File: config.mk
export PLATFORM = sky130hd
export DESIGN_NAME = uart_rx_ovs
export DESIGN_NICKNAME = d
export VERILOG_FILES = /design/src/rtl/uart_pkg.sv /design/src/rtl/uart_sync2.sv /design/src/rtl/uart_rx_ovs.sv
export SDC_FILE = /design/constraint.sdc
export NUM_CORES = 1
export LEC_CHECK = 0
export CORE_MARGIN = 2
export CORE_UTILIZATION = 25
export DETAILED_ROUTE_END_ITERATION = 8
export DONT_BUFFER_PORTS = 1
export SLEW_MARGIN = 20
export SYNTH_ARGS = -nofsm -noshare
export SYNTH_HDL_FRONTEND = slang
export SYNTH_SLANG_ARGS = --single-unit
File: constraint.sdc
create_clock -name clk -period 1.9 [get_ports clk]
set_input_delay 0.095 -clock clk [delete_from_list [all_inputs] [get_ports clk]]
set_output_delay 0.095 -clock clk [all_outputs]
set_load 0.02 [all_outputs]
File: src/rtl/uart_pkg.sv
// Shared UART definitions: receiver state encoding, parity helper and
// parameter legality checks used by the RX block and its TX successor.
package uart_pkg;

    typedef enum logic [2:0] {
        ST_IDLE,
        ST_START,
        ST_DATA,
        ST_PARITY,
        ST_STOP,
        ST_WAIT_HIGH
    } rx_state_t;

    localparam int PAR_W = 16;

    // Callers zero-extend narrower words, so unused upper bits do not disturb the XOR.
    function automatic logic parity_calc(input logic [PAR_W-1:0] i_data);
        return ^i_data;
    endfunction

    function automatic bit data_bits_ok(input int n);
        return (n >= 5) && (n <= 9);
    endfunction

    function automatic bit stop_bits_ok(input int n);
        return (n == 1) || (n == 2);
    endfunction

    function automatic bit oversample_ok(input int n);
        return (n >= 4) && ((n % 2) == 0);
    endfunction

endpackage

File: src/rtl/uart_sync2.sv
// Two-flop synchronizer for asynchronous pad inputs (RXD, CTS, RTS).
// RESET_VAL lets idle-high and idle-low lines come out of reset inactive.
module uart_sync2 #(
    parameter logic RESET_VAL = 1'b1
) (
    input  logic clk,
    input  logic reset,
    input  logic i_d,
    output logic o_q
);

    logic r_meta;
    logic r_sync;

    always_ff @(posedge clk or negedge reset) begin
        if (!reset) begin
            r_meta <= RESET_VAL;
            r_sync <= RESET_VAL;
        end else begin
            r_meta <= i_d;
            r_sync <= r_meta;
        end
    end

    assign o_q = r_sync;

endmodule

File: src/rtl/uart_rx_ovs.sv
// Oversampling UART receiver: configurable width, optional parity, 1/2 stop bits.
// state      | meaning
// IDLE       | line idle, waiting for a low sample on a tick
// START      | validating start bit at its centre (glitch -> IDLE)
// DATA       | sampling DATA_BITS bit centres, LSB first
// PARITY     | sampling parity bit centre
// STOP       | sampling stop bit centre(s); last centre completes the frame
// WAIT_HIGH  | after framing error, hold off until the line returns high
module uart_rx_ovs
    import uart_pkg::*;
#(
    parameter int DATA_BITS  = 8,
    parameter int OVERSAMPLE = 16,
    parameter int PARITY_EN  = 0,
    parameter int PARITY_ODD = 0,
    parameter int STOP_BITS  = 1
) (
    input  logic                 clk,
    input  logic                 reset,
    input  logic                 i_tick,
    input  logic                 i_rxd,
    input  logic                 i_rx_ready,
    output logic [DATA_BITS-1:0] o_rx_data,
    output logic                 o_rx_valid,
    output logic                 o_parity_err,
    output logic                 o_frame_err,
    output logic                 o_overrun,
    output logic                 o_busy
);

    localparam int TW = $clog2(OVERSAMPLE);
    localparam int BW = $clog2(DATA_BITS + 1);
    localparam logic [TW-1:0] T_HALF      = TW'(OVERSAMPLE / 2 - 1);
    localparam logic [TW-1:0] T_LAST      = TW'(OVERSAMPLE - 1);
    localparam logic [BW-1:0] B_LAST_DATA = BW'(DATA_BITS - 1);
    localparam logic [BW-1:0] B_LAST_STOP = BW'(STOP_BITS - 1);
    localparam logic          PAR_ODD     = (PARITY_ODD != 0);

    generate
        if (!data_bits_ok(DATA_BITS) || !stop_bits_ok(STOP_BITS) || !oversample_ok(OVERSAMPLE)) begin : g_bad_cfg
            $error("uart_rx_ovs: illegal DATA_BITS, STOP_BITS or OVERSAMPLE");
        end
    endgenerate

    rx_state_t            r_state;
    rx_state_t            w_state_nxt;
    logic                 w_rxd_s;
    logic [TW-1:0]        r_tcnt;
    logic [BW-1:0]        r_bcnt;
    logic [DATA_BITS-1:0] r_shift;
    logic                 r_perr;
    logic                 r_ferr;
    logic                 w_mid;
    logic                 w_bit_end;
    logic                 w_done;
    logic                 w_ferr_nxt;
    logic                 w_perr_calc;

    uart_sync2 #(.RESET_VAL(1'b1)) u_sync_rxd (
        .clk   (clk),
        .reset (reset),
        .i_d   (i_rxd),
        .o_q   (w_rxd_s)
    );

    assign w_mid       = i_tick && (r_tcnt == T_HALF);
    assign w_bit_end   = i_tick && (r_tcnt == T_LAST);
    assign w_ferr_nxt  = r_ferr | ~w_rxd_s;
    assign w_perr_calc = (parity_calc(PAR_W'(r_shift)) ^ w_rxd_s) != PAR_ODD;

    always_ff @(posedge clk or negedge reset) begin
        if (!reset) r_state <= ST_IDLE;
        else        r_state <= w_state_nxt;
    end

    always_comb begin
        w_state_nxt = r_state;
        case (r_state)
            ST_IDLE:      if (i_tick && !w_rxd_s) w_state_nxt = ST_START;
            ST_START:     if (w_mid) w_state_nxt = w_rxd_s ? ST_IDLE : ST_DATA;
            ST_DATA:      if (w_bit_end && (r_bcnt == B_LAST_DATA))
                              w_state_nxt = (PARITY_EN != 0) ? ST_PARITY : ST_STOP;
            ST_PARITY:    if (w_bit_end) w_state_nxt = ST_STOP;
            ST_STOP:      if (w_bit_end && (r_bcnt == B_LAST_STOP))
                              w_state_nxt = w_ferr_nxt ? ST_WAIT_HIGH : ST_IDLE;
            ST_WAIT_HIGH: if (i_tick && w_rxd_s) w_state_nxt = ST_IDLE;
            default:      w_state_nxt = ST_IDLE;
        endcase
    end

    always_comb begin
        o_busy = (r_state != ST_IDLE);
        w_done = (r_state == ST_STOP) && w_bit_end && (r_bcnt == B_LAST_STOP);
    end

    always_ff @(posedge clk or negedge reset) begin
        if (!reset) begin
            r_tcnt  <= '0;
            r_bcnt  <= '0;
            r_shift <= '0;
            r_perr  <= 1'b0;
            r_ferr  <= 1'b0;
        end else if (i_tick) begin
            case (r_state)
                ST_IDLE: begin
                    r_tcnt <= '0;
                    r_bcnt <= '0;
                    r_perr <= 1'b0;
                    r_ferr <= 1'b0;
                end
                ST_START: r_tcnt <= w_mid ? '0 : r_tcnt + 1'b1;
                ST_DATA: begin
                    r_tcnt <= w_bit_end ? '0 : r_tcnt + 1'b1;
                    if (w_bit_end) begin
                        r_shift <= {w_rxd_s, r_shift[DATA_BITS-1:1]};
                        r_bcnt  <= (r_bcnt == B_LAST_DATA) ? '0 : r_bcnt + 1'b1;
                    end
                end
                ST_PARITY: begin
                    r_tcnt <= w_bit_end ? '0 : r_tcnt + 1'b1;
                    if (w_bit_end) r_perr <= w_perr_calc;
                end
                ST_STOP: begin
                    r_tcnt <= w_bit_end ? '0 : r_tcnt + 1'b1;
                    if (w_bit_end) begin
                        r_ferr <= w_ferr_nxt;
                        r_bcnt <= r_bcnt + 1'b1;
                    end
                end
                default: r_tcnt <= '0;
            endcase
        end
    end

    // A consumer handshake in the completion cycle frees the holding slot for the new word.
    always_ff @(posedge clk or negedge reset) begin
        if (!reset) begin
            o_rx_data    <= '0;
            o_rx_valid   <= 1'b0;
            o_parity_err <= 1'b0;
            o_frame_err  <= 1'b0;
            o_overrun    <= 1'b0;
        end else begin
            o_overrun <= 1'b0;
            if (w_done && (!o_rx_valid || i_rx_ready)) begin
                o_rx_data    <= r_shift;
                o_rx_valid   <= 1'b1;
                o_parity_err <= r_perr;
                o_frame_err  <= w_ferr_nxt;
            end else begin
                if (w_done)     o_overrun  <= 1'b1;
                if (i_rx_ready) o_rx_valid <= 1'b0;
            end
        end
    end

endmodule
==> run_results.csv, run 1 <==
group,metric,value,unit
finish,stdcell_area,2090,um2
sta,period_minus_slack,1.81,ns
die,dieHeight,87.4,um
sta,finalCritPeriodShare,95.4,%
routing,vias,1213,
place,dp_hpwl,2440,um
pwr,p_leak,0.943,nW
cts,clock_latency,0.30,ns
routing,ant_nets,0,
logic_synthesis,synthesis.instances,155,
sta,slew_headroom,74.4,%
pwr,p_seq_share,42.0,%
place,place_inst,241,
cts,htreeDepth,2,
global_route,grt_pass1_vias,1273,
hold_path,hp-class,"in -> reg",
cts,cts-root-buf,"clkbuf_8",
pwr,internal_power,1.54,mW
finish,area_delta_synth_final,20.4,%
sta,maxSlewViolCount,0,
setup_path,rr_startpoint,"r_tcnt[1]$_DFFE_PN0P_",
pwr,pwr-share-clk,30.2,%
setup_path,crit_path_max_fanout,3,
pwr,vdd_drop_max,0.584,mV
finish,fillerInstances,701,
pwr,pwr-share-comb,27.8,%
routing,drt_wl_total,3610,um
sta,clock_skew,0.0115,ns
die,die_area,7640,um2
pwr,p_per_area,1090,nW/um2
global_route,antenna_found_initial,0,
pwr,switching_share,32.3,%
die,std_cell_rows,30,
cts,cts_made_buffers,5,
sta,clock.fmax,0.552,GHz
global_route,grt_max_degree,36,
setup_path,arrival,1.99,ns
pwr,power.total,2.27,mW
setup_path,cp-end-kind,"register",
die,initial_core_util,25.7,%
cts,cts_tree,"built",
die,die_w,87.4,um
setup_path,crit_path_start_kind,"register",
setup_path,r2r_slack,0.09,ns
finish,diodes,0,
finish,instances_no_fill,254,
routing,drtPass1Iterations,4,
die,core_area,6760,um2
routing,drt_iter0_markers,88,
die,io_pins,18,
sta,worst_pin_slew,0.383,ns
flow_run,cap_viol_max_count,0,
setup_path,required,2.08,ns
setup_path,reg2reg_depth,6,
finish,drive_gt1_share,29.3,%
setup_path,crit_path_end,"r_state[0]$_DFFE_PN0P_",
global_route,grt-ovfl-total,0,
setup_path,crit_start,"r_tcnt[1]$_DFFE_PN0P_",
routing,viasPerCell,4.78,
place,io_buffers,0,
status,status,"complete, no violations",
setup_path,crit_type,"reg -> reg",
cts,max-clock-path-buffers,2,
place,gp_congestion,0.819,
logic_synthesis,syn_avg_cell_area,11.2,um2
logic_synthesis,ys_seq_area_share,50.5,%
cts,cts.sinks,35,
logic_synthesis,ys_warn_count,0,
place,placed_area,1900,um2
cts,clk_pin_slew,0.08,ns
setup_path,r2r-end,"r_state[0]$_DFFE_PN0P_",
routing,drcViolationCount,0,
pwr,p_switching,735,uW
logic_synthesis,synth-async-reset-ratio,100,%
routing,wl_per_cell,14.2,um
global_route,grt_usage,10.6,%
global_route,grt_pass1_wl,6230,um
logic_synthesis,synth-main-ff-cell,"dfrtp_1",
logic_synthesis,synth_cell_type_count,38,
logic_synthesis,synthesis.nets,163,
sta,postLayoutSetupSlackWorst,0.0875,ns
finish,nets,181,
logic_synthesis,synth_seq_cells,35,
logic_synthesis,synth.cell_area,1740,um2
place,dp_slack,0.00396,ns
sta,final-setup-viol-count,0,
sta,hold_viol_final,0,
logic_synthesis,synth_edf_count,0,
-- routing by layer --
layer | global-route usage, % | part of all wire, %
met5 | 0 | 0
met4 | 4.06 | 2.0
met3 | 3.98 | 6.2
met2 | 16.3 | 45
met1 | 13.4 | 47
-- worst min path at each step --
stage                     depth (start not counted)    from                 endpoint  slack, ns
after floorplan                                   0   reset  o_frame_err$_DFFE_PN0P_      -0.20
after global placement                            0   reset    r_bcnt[0]$_DFFE_PN0P_      -0.20
after detailed placement                          0   reset    r_tcnt[0]$_DFFE_PN0P_      -0.20
after CTS                                         3  i_tick       r_ferr$_DFFE_PN0P_       0.03
after global routing                              3  i_tick    r_tcnt[3]$_DFFE_PN0P_       0.06
final                                             3  i_tick       r_ferr$_DFFE_PN0P_       0.03
-- area by class of cell --
type | count | area [um2] | share of cell area (%)
flip-flops and latches | 35 | 878 | 42.0
multi-input cells | 107 | 836 | 39.9
repair buffers | 15 | 133 | 6.34
well taps | 80 | 100 | 4.78
clock buffers | 5 | 68.8 | 3.29
clock inverters | 3 | 43.8 | 2.09
inverters | 9 | 33.8 | 1.61
-- cell families (layout without fill, tap and decap cells) --
logic type               count (synthesis)  in the layout  synth area share (%)
adder cells (fa/ha/maj)                  3              3                  2.16
AO/OA/AOI/OAI                           28             28                  10.5
flip-flops                              35             35                  50.5
XOR/XNOR                                 9              9                  4.53
multiplexers                            21             21                  13.5
AND/OR/NAND/NOR                         46             46                  15.9
buffers and inverters                   13             32                  2.88
-- cells in the mapped netlist (2+ instances only) --
master | count | area [um2]
dfrtp_1 | 33 | 826
mux2_2 | 19 | 214
nand2_1 | 14 | 52.6
o21ai_0 | 10 | 50.1
inv_1 | 9 | 33.8
nor2_1 | 9 | 33.8
xnor2_1 | 7 | 61.3
a21oi_1 | 5 | 25.0
nand2b_1 | 5 | 31.3
nand3_1 | 4 | 20.0
clkbuf_1 | 3 | 11.3
ha_1 | 3 | 37.5
nor3_2 | 3 | 30.0
o22ai_1 | 3 | 18.8
dfstp_2 | 2 | 52.6
nor3_1 | 2 | 10.0
nor4b_2 | 2 | 30.0
xor2_1 | 2 | 17.5
-- registers in the layout (all words and copies together) (netlist names), 3 cells and up --
register	flops
r_bcnt	4
r_tcnt	4
r_shift	8
r_state	3
o_rx_data	8
-- power groups by stage --
| stage | Sequential, mW | Clock, mW | Combinational, mW |
|---|---|---|---|
| CTS | 0.953 | 0.717 | 0.607 |
| global route | 0.975 | 0.753 | 0.713 |
| floorplan | 0.936 | 0 | 0.452 |
| finish | 0.955 | 0.687 | 0.632 |
| global placement | 0.962 | 0 | 0.566 |
| detailed placement | 0.966 | 0 | 0.578 |
-- cells in the final DEF (no fill, tap or decap), types with 2 or more instances in the layout --
master / n
dfrtp_1: 33
nand3_1: 4
nand2_1: 14
clkbuf_8: 5
inv_1: 9
nand2b_1: 5
dlygate4sd3_1: 3
ha_1: 2
o21ai_0: 9
xor2_1: 2
xnor2_1: 7
buf_4: 11
o22ai_1: 3
nor2_1: 9
mux2_2: 19
a21oi_1: 5
nor3_1: 2
dfstp_2: 2
nor3_2: 2
-- metrics by stage --
step           TNS [ns]  util, %  hold WS (ns)
2_1_floorplan         0        -        -0.201
3_5_place_dp          0     28.1        -0.199
4_1_cts               0     30.5        0.0272
5_1_grt         -0.0303     31.0        0.0574
6_report              0     31.0        0.0347
3_3_place_gp          0     28.1        -0.199
-- repair_timing --
item	4_1_cts	5_1_grt
hold buffers	4	0
setup buffers	0	1
pin swaps	0	1
endpoints found under the hold margin	41	0
resized for setup	1	5
endpoints found under the setup margin	1	1
-- critical path, cell delays in order, from the launching register on --
cell and delay, ns:
dfrtp_1 0.37, ha_2 0.23, nand4_4 0.13, nor4b_4 0.31
o22ai_1 0.14, nor3_2 0.17, mux2_1 0.34
Note: power is estimated with default switching activity, not from simulation.
==> inputs of run 2 (changes only) <==
Settings changed: CORE_UTILIZATION 25 to 56, PLACE_DENSITY from default to 0.74, SYNTH_HIERARCHICAL from default to 1.
==> run_results.csv, run 2 <==
group,metric,value,unit
finish,instances_no_fill,212,
sta,clock.fmax,0.552,GHz
cts,cts.sinks,35,
die,io_pins,18,
pwr,p_per_area,896,nW/um2
sta,setup_tns,0,ns
hold_path,whs_path_depth,3,
setup_path,cp-end-kind,"register",
global_route,grt-ovfl-total,0,
logic_synthesis,synth_edf_count,0,
logic_synthesis,ys_warn_count,6,
logic_synthesis,synth-async-reset-ratio,100,%
hold_path,min_from,"i_tick",
logic_synthesis,synthesis.instances,152,
global_route,grt_pass1_wl,5500,um
pwr,p_leak,0.975,nW
sta,grt_setup_unrepaired,"false",
finish,final_cell_mix,"dfrtp_1 (33), mux2_4 (10), mux2_2 (10), buf_4 (10), nand2_1 (9)",
hold_path,hp-class,"in -> reg",
die,dieHeight,60.5,um
setup_path,arrival,2.04,ns
die,die_w,60.5,um
sta,postLayoutSetupSlackWorst,0.0894,ns
logic_synthesis,synth_seq_cells,35,
cts,max-clock-path-buffers,2,
cts,clk_pin_slew,0.11,ns
place,dp_slack,0.0352,ns
logic_synthesis,synth.largest_area_cell,"dfrtp_1",
setup_path,reg2reg_depth,6,
die,initial_core_util,58.5,%
routing,viasPerCell,5.82,
place,dp_hpwl,2180,um
global_route,grt_usage,20.9,%
setup_path,rr_startpoint,"r_tcnt[1]$_DFFE_PN0P_",
logic_synthesis,synth-main-ff-cell,"dfrtp_1",
logic_synthesis,synthesis.nets,160,
sta,worst_pin_slew,0.392,ns
logic_synthesis,ys_seq_area_share,49.2,%
finish,final_common_cell,"dfrtp_1",
sta,period_minus_slack,1.81,ns
die,die_area,3660,um2
cts,clock_latency,0.35,ns
cts,cts_made_buffers,5,
finish,area_delta_synth_final,11.8,%
routing,wl_per_cell,15.7,um
global_route,grt_pass1_vias,1163,
routing,drt_iter0_markers,53,
place,io_buffers,0,
sta,hold_viol_final,0,
finish,drive_gt1_share,28.0,%
logic_synthesis,synth_top_area_share,46.3,%
sta,maxSlewViolCount,0,
logic_synthesis,synth_most_common_cell,"dfrtp_1",
setup_path,crit_path_max_fanout,10,
flow_run,cap_viol_max_count,0,
cts,cts_tree,"built",
finish,nets,175,
routing,drt_wl_total,3330,um
sta,slew_headroom,73.6,%
sta,clock_skew,0.0249,ns
sta,final-setup-viol-count,0,
status,status,"complete, no violations",
setup_path,crit_start,"r_tcnt[1]$_DFFE_PN0P_",
global_route,grt_max_degree,36,
logic_synthesis,synth.cell_area,1790,um2
routing,drcViolationCount,0,
routing,drtPass1Iterations,4,
sta,finalCritPeriodShare,95.3,%
finish,diodes,0,
setup_path,required,2.13,ns
setup_path,crit_type,"reg -> reg",
die,std_cell_rows,20,
cts,cts-root-buf,"clkbuf_4",
routing,vias,1234,
place,place_inst,198,
cts,htreeDepth,2,
routing,ant_nets,0,
global_route,antenna_found_initial,0,
finish,reg_top3,"o_rx_data x8, r_shift x8",
die,core_area,3050,um2
place,gp_congestion,0.799,
logic_synthesis,synthTopCellsByArea,"dfrtp_1 (46%), mux2_4 (8.4%), mux2_2 (6.3%)",
logic_synthesis,ys_top_cells_by_count,"dfrtp_1 (33), mux2_2 (10), mux2_4 (10), nand2_1 (9)",
pwr,vdd_drop_max,0.475,mV
setup_path,crit_path_start_kind,"register",
logic_synthesis,syn_avg_cell_area,11.7,um2
logic_synthesis,synth_cell_type_count,45,
## run 2: cell families (layout without fill, tap and decap cells)
kind of cell / Yosys count / after routing / share of synthesized area (%)
AND/OR/NAND/NOR: 41 / 41 / 13.9
flip-flops: 35 / 35 / 49.2
AO/OA/AOI/OAI: 29 / 29 / 10.9
multiplexers: 21 / 21 / 15.3
buffers and inverters: 14 / 30 / 3.43
XOR/XNOR: 9 / 9 / 5.19
adder cells (fa/ha/maj): 3 / 3 / 2.10
## run 2: metrics by stage
step,instance area (um2),power [mW],util [%],hold WS (ns)
2_1_floorplan,1790,1.21,-,-0.201
3_3_place_gp,1870,1.30,61.2,-0.200
3_5_place_dp,1870,1.32,61.2,-0.200
5_1_grt,2000,1.89,65.4,0.0200
4_1_cts,1970,1.75,64.6,0.00285
6_report,2000,1.79,65.4,0.0146
## run 2: path summary, 6_finish.rpt
| check | to | slack (ns) |
|---|---|---|
| min | r_state[2]$_DFFE_PN0P_ | 0.01 |
| max | o_rx_data[7]$_DFFE_PN0P_ | 0.09 |
| max in group asynchronous | u_sync_rxd/r_meta$_DFF_PN1_ | 1.45 |
| max reg2reg | o_rx_data[7]$_DFFE_PN0P_ | 0.09 |
| min reg2reg | u_sync_rxd/o_q$_DFF_PN1_ | 0.36 |
| min in group asynchronous | o_rx_data[0]$_DFFE_PN0P_ | 0.18 |
## run 2: timing repair
item                                    4_1_cts  5_1_grt
endpoints found under the setup margin        0       12
resized for setup                             0        2
hold buffers                                  4        0
endpoints found under the hold margin        41        0
setup buffers                                 0        2
## run 2: cell type report
class	instances	area [um2]
tap	44	55.1
fill	246	1060
clock inverter	2	12.5
inverter	8	30.0
multi-input combinational	103	855
timing repair buffer	14	125
sequential	35	878
clock buffer	6	41.3
## run 2: power breakdown
| group | internal (mW) | switching [mW] | leakage (nW) | total (mW) |
|---|---|---|---|---|
| clock | 0.143 | 0.260 | 0.0282 | 0.403 |
| combinational | 0.233 | 0.320 | 0.468 | 0.553 |
| sequential | 0.792 | 0.0411 | 0.479 | 0.833 |
| total | 1.17 | 0.621 | 0.975 | 1.79 |
## run 2: per-layer routing
metal / track usage [%] / share of wire (%) / up-vias
li1: - / - / 574
met1: 28.8 / 47 / 628
met2: 30.9 / 48 / 27
met3: 5.12 / 4.1 / 5
met4: 10.6 / 1.3 / 0
met5: 0 / 0 / -
## run 2: critical path: stages, from the launching register on
cell     delay (ns)
dfrtp_1        0.41
ha_2           0.23
nand3_1        0.17
buf_4          0.20
nor3_4         0.19
nand2_4        0.17
mux2_4         0.33
==> inputs of run 3 (changes only) <==
Settings changed: CORE_UTILIZATION 56 to 28, PLACE_DENSITY 0.74 to default, RECOVER_POWER from default to 25.
==> run_results.csv, run 3 (synthesis gave the netlist of run 2 again) <==
group,metric,value,unit
status,status,"complete, no violations",
pwr,p_per_area,987,nW/um2
sta,worst_pin_slew,0.882,ns
pwr,pwr-share-clk,32.7,%
pwr,switching_share,31.1,%
pwr,p_leak,0.988,nW
sta,slew_headroom,41.2,%
finish,reg_top3,"o_rx_data x8, r_shift x8",
sta,grt_setup_unrepaired,"false",
finish,instances_no_fill,241,
finish,nets,171,
finish,final_cell_mix,"dfrtp_1 (33), mux2_4 (10), mux2_2 (10)",
cts,htreeDepth,2,
sta,maxSlewViolCount,0,
place,io_buffers,0,
routing,ant_nets,0,
place,dp_hpwl,2210,um
cts,cts_made_buffers,5,
sta,clock_skew,0.00624,ns
cts,cts_tree,"built",
routing,viasPerCell,4.93,
finish,regArea,878,um2
pwr,p_seq_share,40.6,%
pwr,pwr-share-comb,26.7,%
setup_path,cp-end-kind,"register",
routing,vias,1188,
routing,drtPass1Iterations,5,
finish,diodes,0,
routing,drt_wl_total,3340,um
place,place_inst,229,
cts,cts.sinks,35,
setup_path,required,2.07,ns
sta,hold_viol_final,0,
die,die_area,7030,um2
global_route,grt_max_degree,36,
setup_path,path_cells,"ha_1 > and3b_1 > o2111a_1 > nor4_4 > mux2_2",
finish,fillerInstances,632,
sta,period_minus_slack,1.80,ns
die,die_w,83.9,um
global_route,grt-ovfl-total,0,
cts,max-clock-path-buffers,2,
finish,area_delta_synth_final,16.0,%
setup_path,slowest_delay,0.41,ns
pwr,internal_power,1.41,mW
global_route,grt_usage,10.0,%
setup_path,crit_family,"flip-flops",
cts,clk_pin_slew,0.07,ns
sta,final-setup-viol-count,0,
die,std_cell_rows,29,
global_route,grt_pass1_wl,5710,um
flow_run,cap_viol_max_count,0,
finish,final_common_cell,"dfrtp_1",
pwr,p_switching,635,uW
routing,drcViolationCount,0,
global_route,antenna_found_initial,0,
die,io_pins,18,
sta,finalCritPeriodShare,94.9,%
place,gp_congestion,0.776,
setup_path,slowest_stage,"dfrtp_1",
cts,clock_latency,0.28,ns
cts,cts-root-buf,"clkbuf_8",
global_route,grt_pass1_vias,1166,
setup_path,crit_path_start_kind,"register",
hold_path,hp-class,"in -> reg",
setup_path,arrival,1.97,ns
setup_path,crit_type,"reg -> reg",
finish,drive_gt1_share,27.4,%
setup_path,crit_path_max_fanout,4,
setup_path,crit_buf_inv,0,
die,core_area,6240,um2
setup_path,r2r_slack,0.1,ns
die,dieHeight,83.9,um
sta,clock.fmax,0.555,GHz
routing,drt_iter0_markers,54,
pwr,vdd_drop_max,0.419,mV
die,initial_core_util,28.6,%
pwr,power.total,2.04,mW
routing,wl_per_cell,13.9,um
finish,multi_input_area,873,um2
run 3: per-layer routing:
layer / track usage (%) / share of wire (%)
met4: 2.49 / 0.30
met5: 0 / 0
met2: 15.2 / 46
met3: 3.46 / 4.9
met1: 13.7 / 49
run 3: power by group through the flow:
stage / registers, mW / clock network (mW) / logic, mW
after floorplan: 0.838 / 0 / 0.371
after detailed placement: 0.842 / 0 / 0.485
after global routing: 0.834 / 0.724 / 0.603
final: 0.830 / 0.669 / 0.545
after global placement: 0.841 / 0 / 0.480
after CTS: 0.829 / 0.696 / 0.513
run 3: layout make-up:
cell class | count | area share, %
Timing Repair Buffer | 10 | 3.87
Inverter | 8 | 1.45
Clock buffer | 5 | 3.32
Clock inverter | 3 | 2.11
Sequential cell | 35 | 42.4
Multi-Input combinational cell | 103 | 42.2
Tap cell | 77 | 4.65
run 3: path summary, 6_finish.rpt:
kind | end | depth (start not counted) | start
setup reg to reg | r_state[1]$_DFFE_PN0P_ | 5 | r_bcnt[0]$_DFFE_PN0P_
setup / recovery | r_state[1]$_DFFE_PN0P_ | 5 | r_bcnt[0]$_DFFE_PN0P_
max in group asynchronous | r_shift[7]$_DFFE_PN0P_ | 2 | reset
min in group asynchronous | r_tcnt[3]$_DFFE_PN0P_ | 2 | reset
hold / removal | r_tcnt[0]$_DFFE_PN0P_ | 2 | i_tick
hold reg to reg | u_sync_rxd/o_q$_DFF_PN1_ | 0 | u_sync_rxd/r_meta$_DFF_PN1_
run 3: repair_timing:
| item | CTS | global route |
|---|---|---|
| hold buffers | 4 | 0 |
| hold endpoints to repair | 41 | 0 |
| resized for setup | 1 | 4 |
| endpoints found under the setup margin | 1 | 2 |
| setup buffers | 0 | 0 |
run 3: metrics by stage:
stage | hold WS, ns | instance area [um2] | util [%] | worst slack (ns) | setup TNS [ns]
after floorplan | -0.201 | 1790 | - | 0.0859 | 0
after global placement | -0.199 | 1900 | 30.4 | -0.0425 | -0.0425
after detailed placement | -0.199 | 1900 | 30.4 | -0.0268 | -0.0268
after CTS | 0.00753 | 2060 | 33.1 | 0.00263 | 0
after global routing | 0.0220 | 2070 | 33.2 | 0.0197 | 0
final | 0.0106 | 2070 | 33.2 | 0.0977 | 0
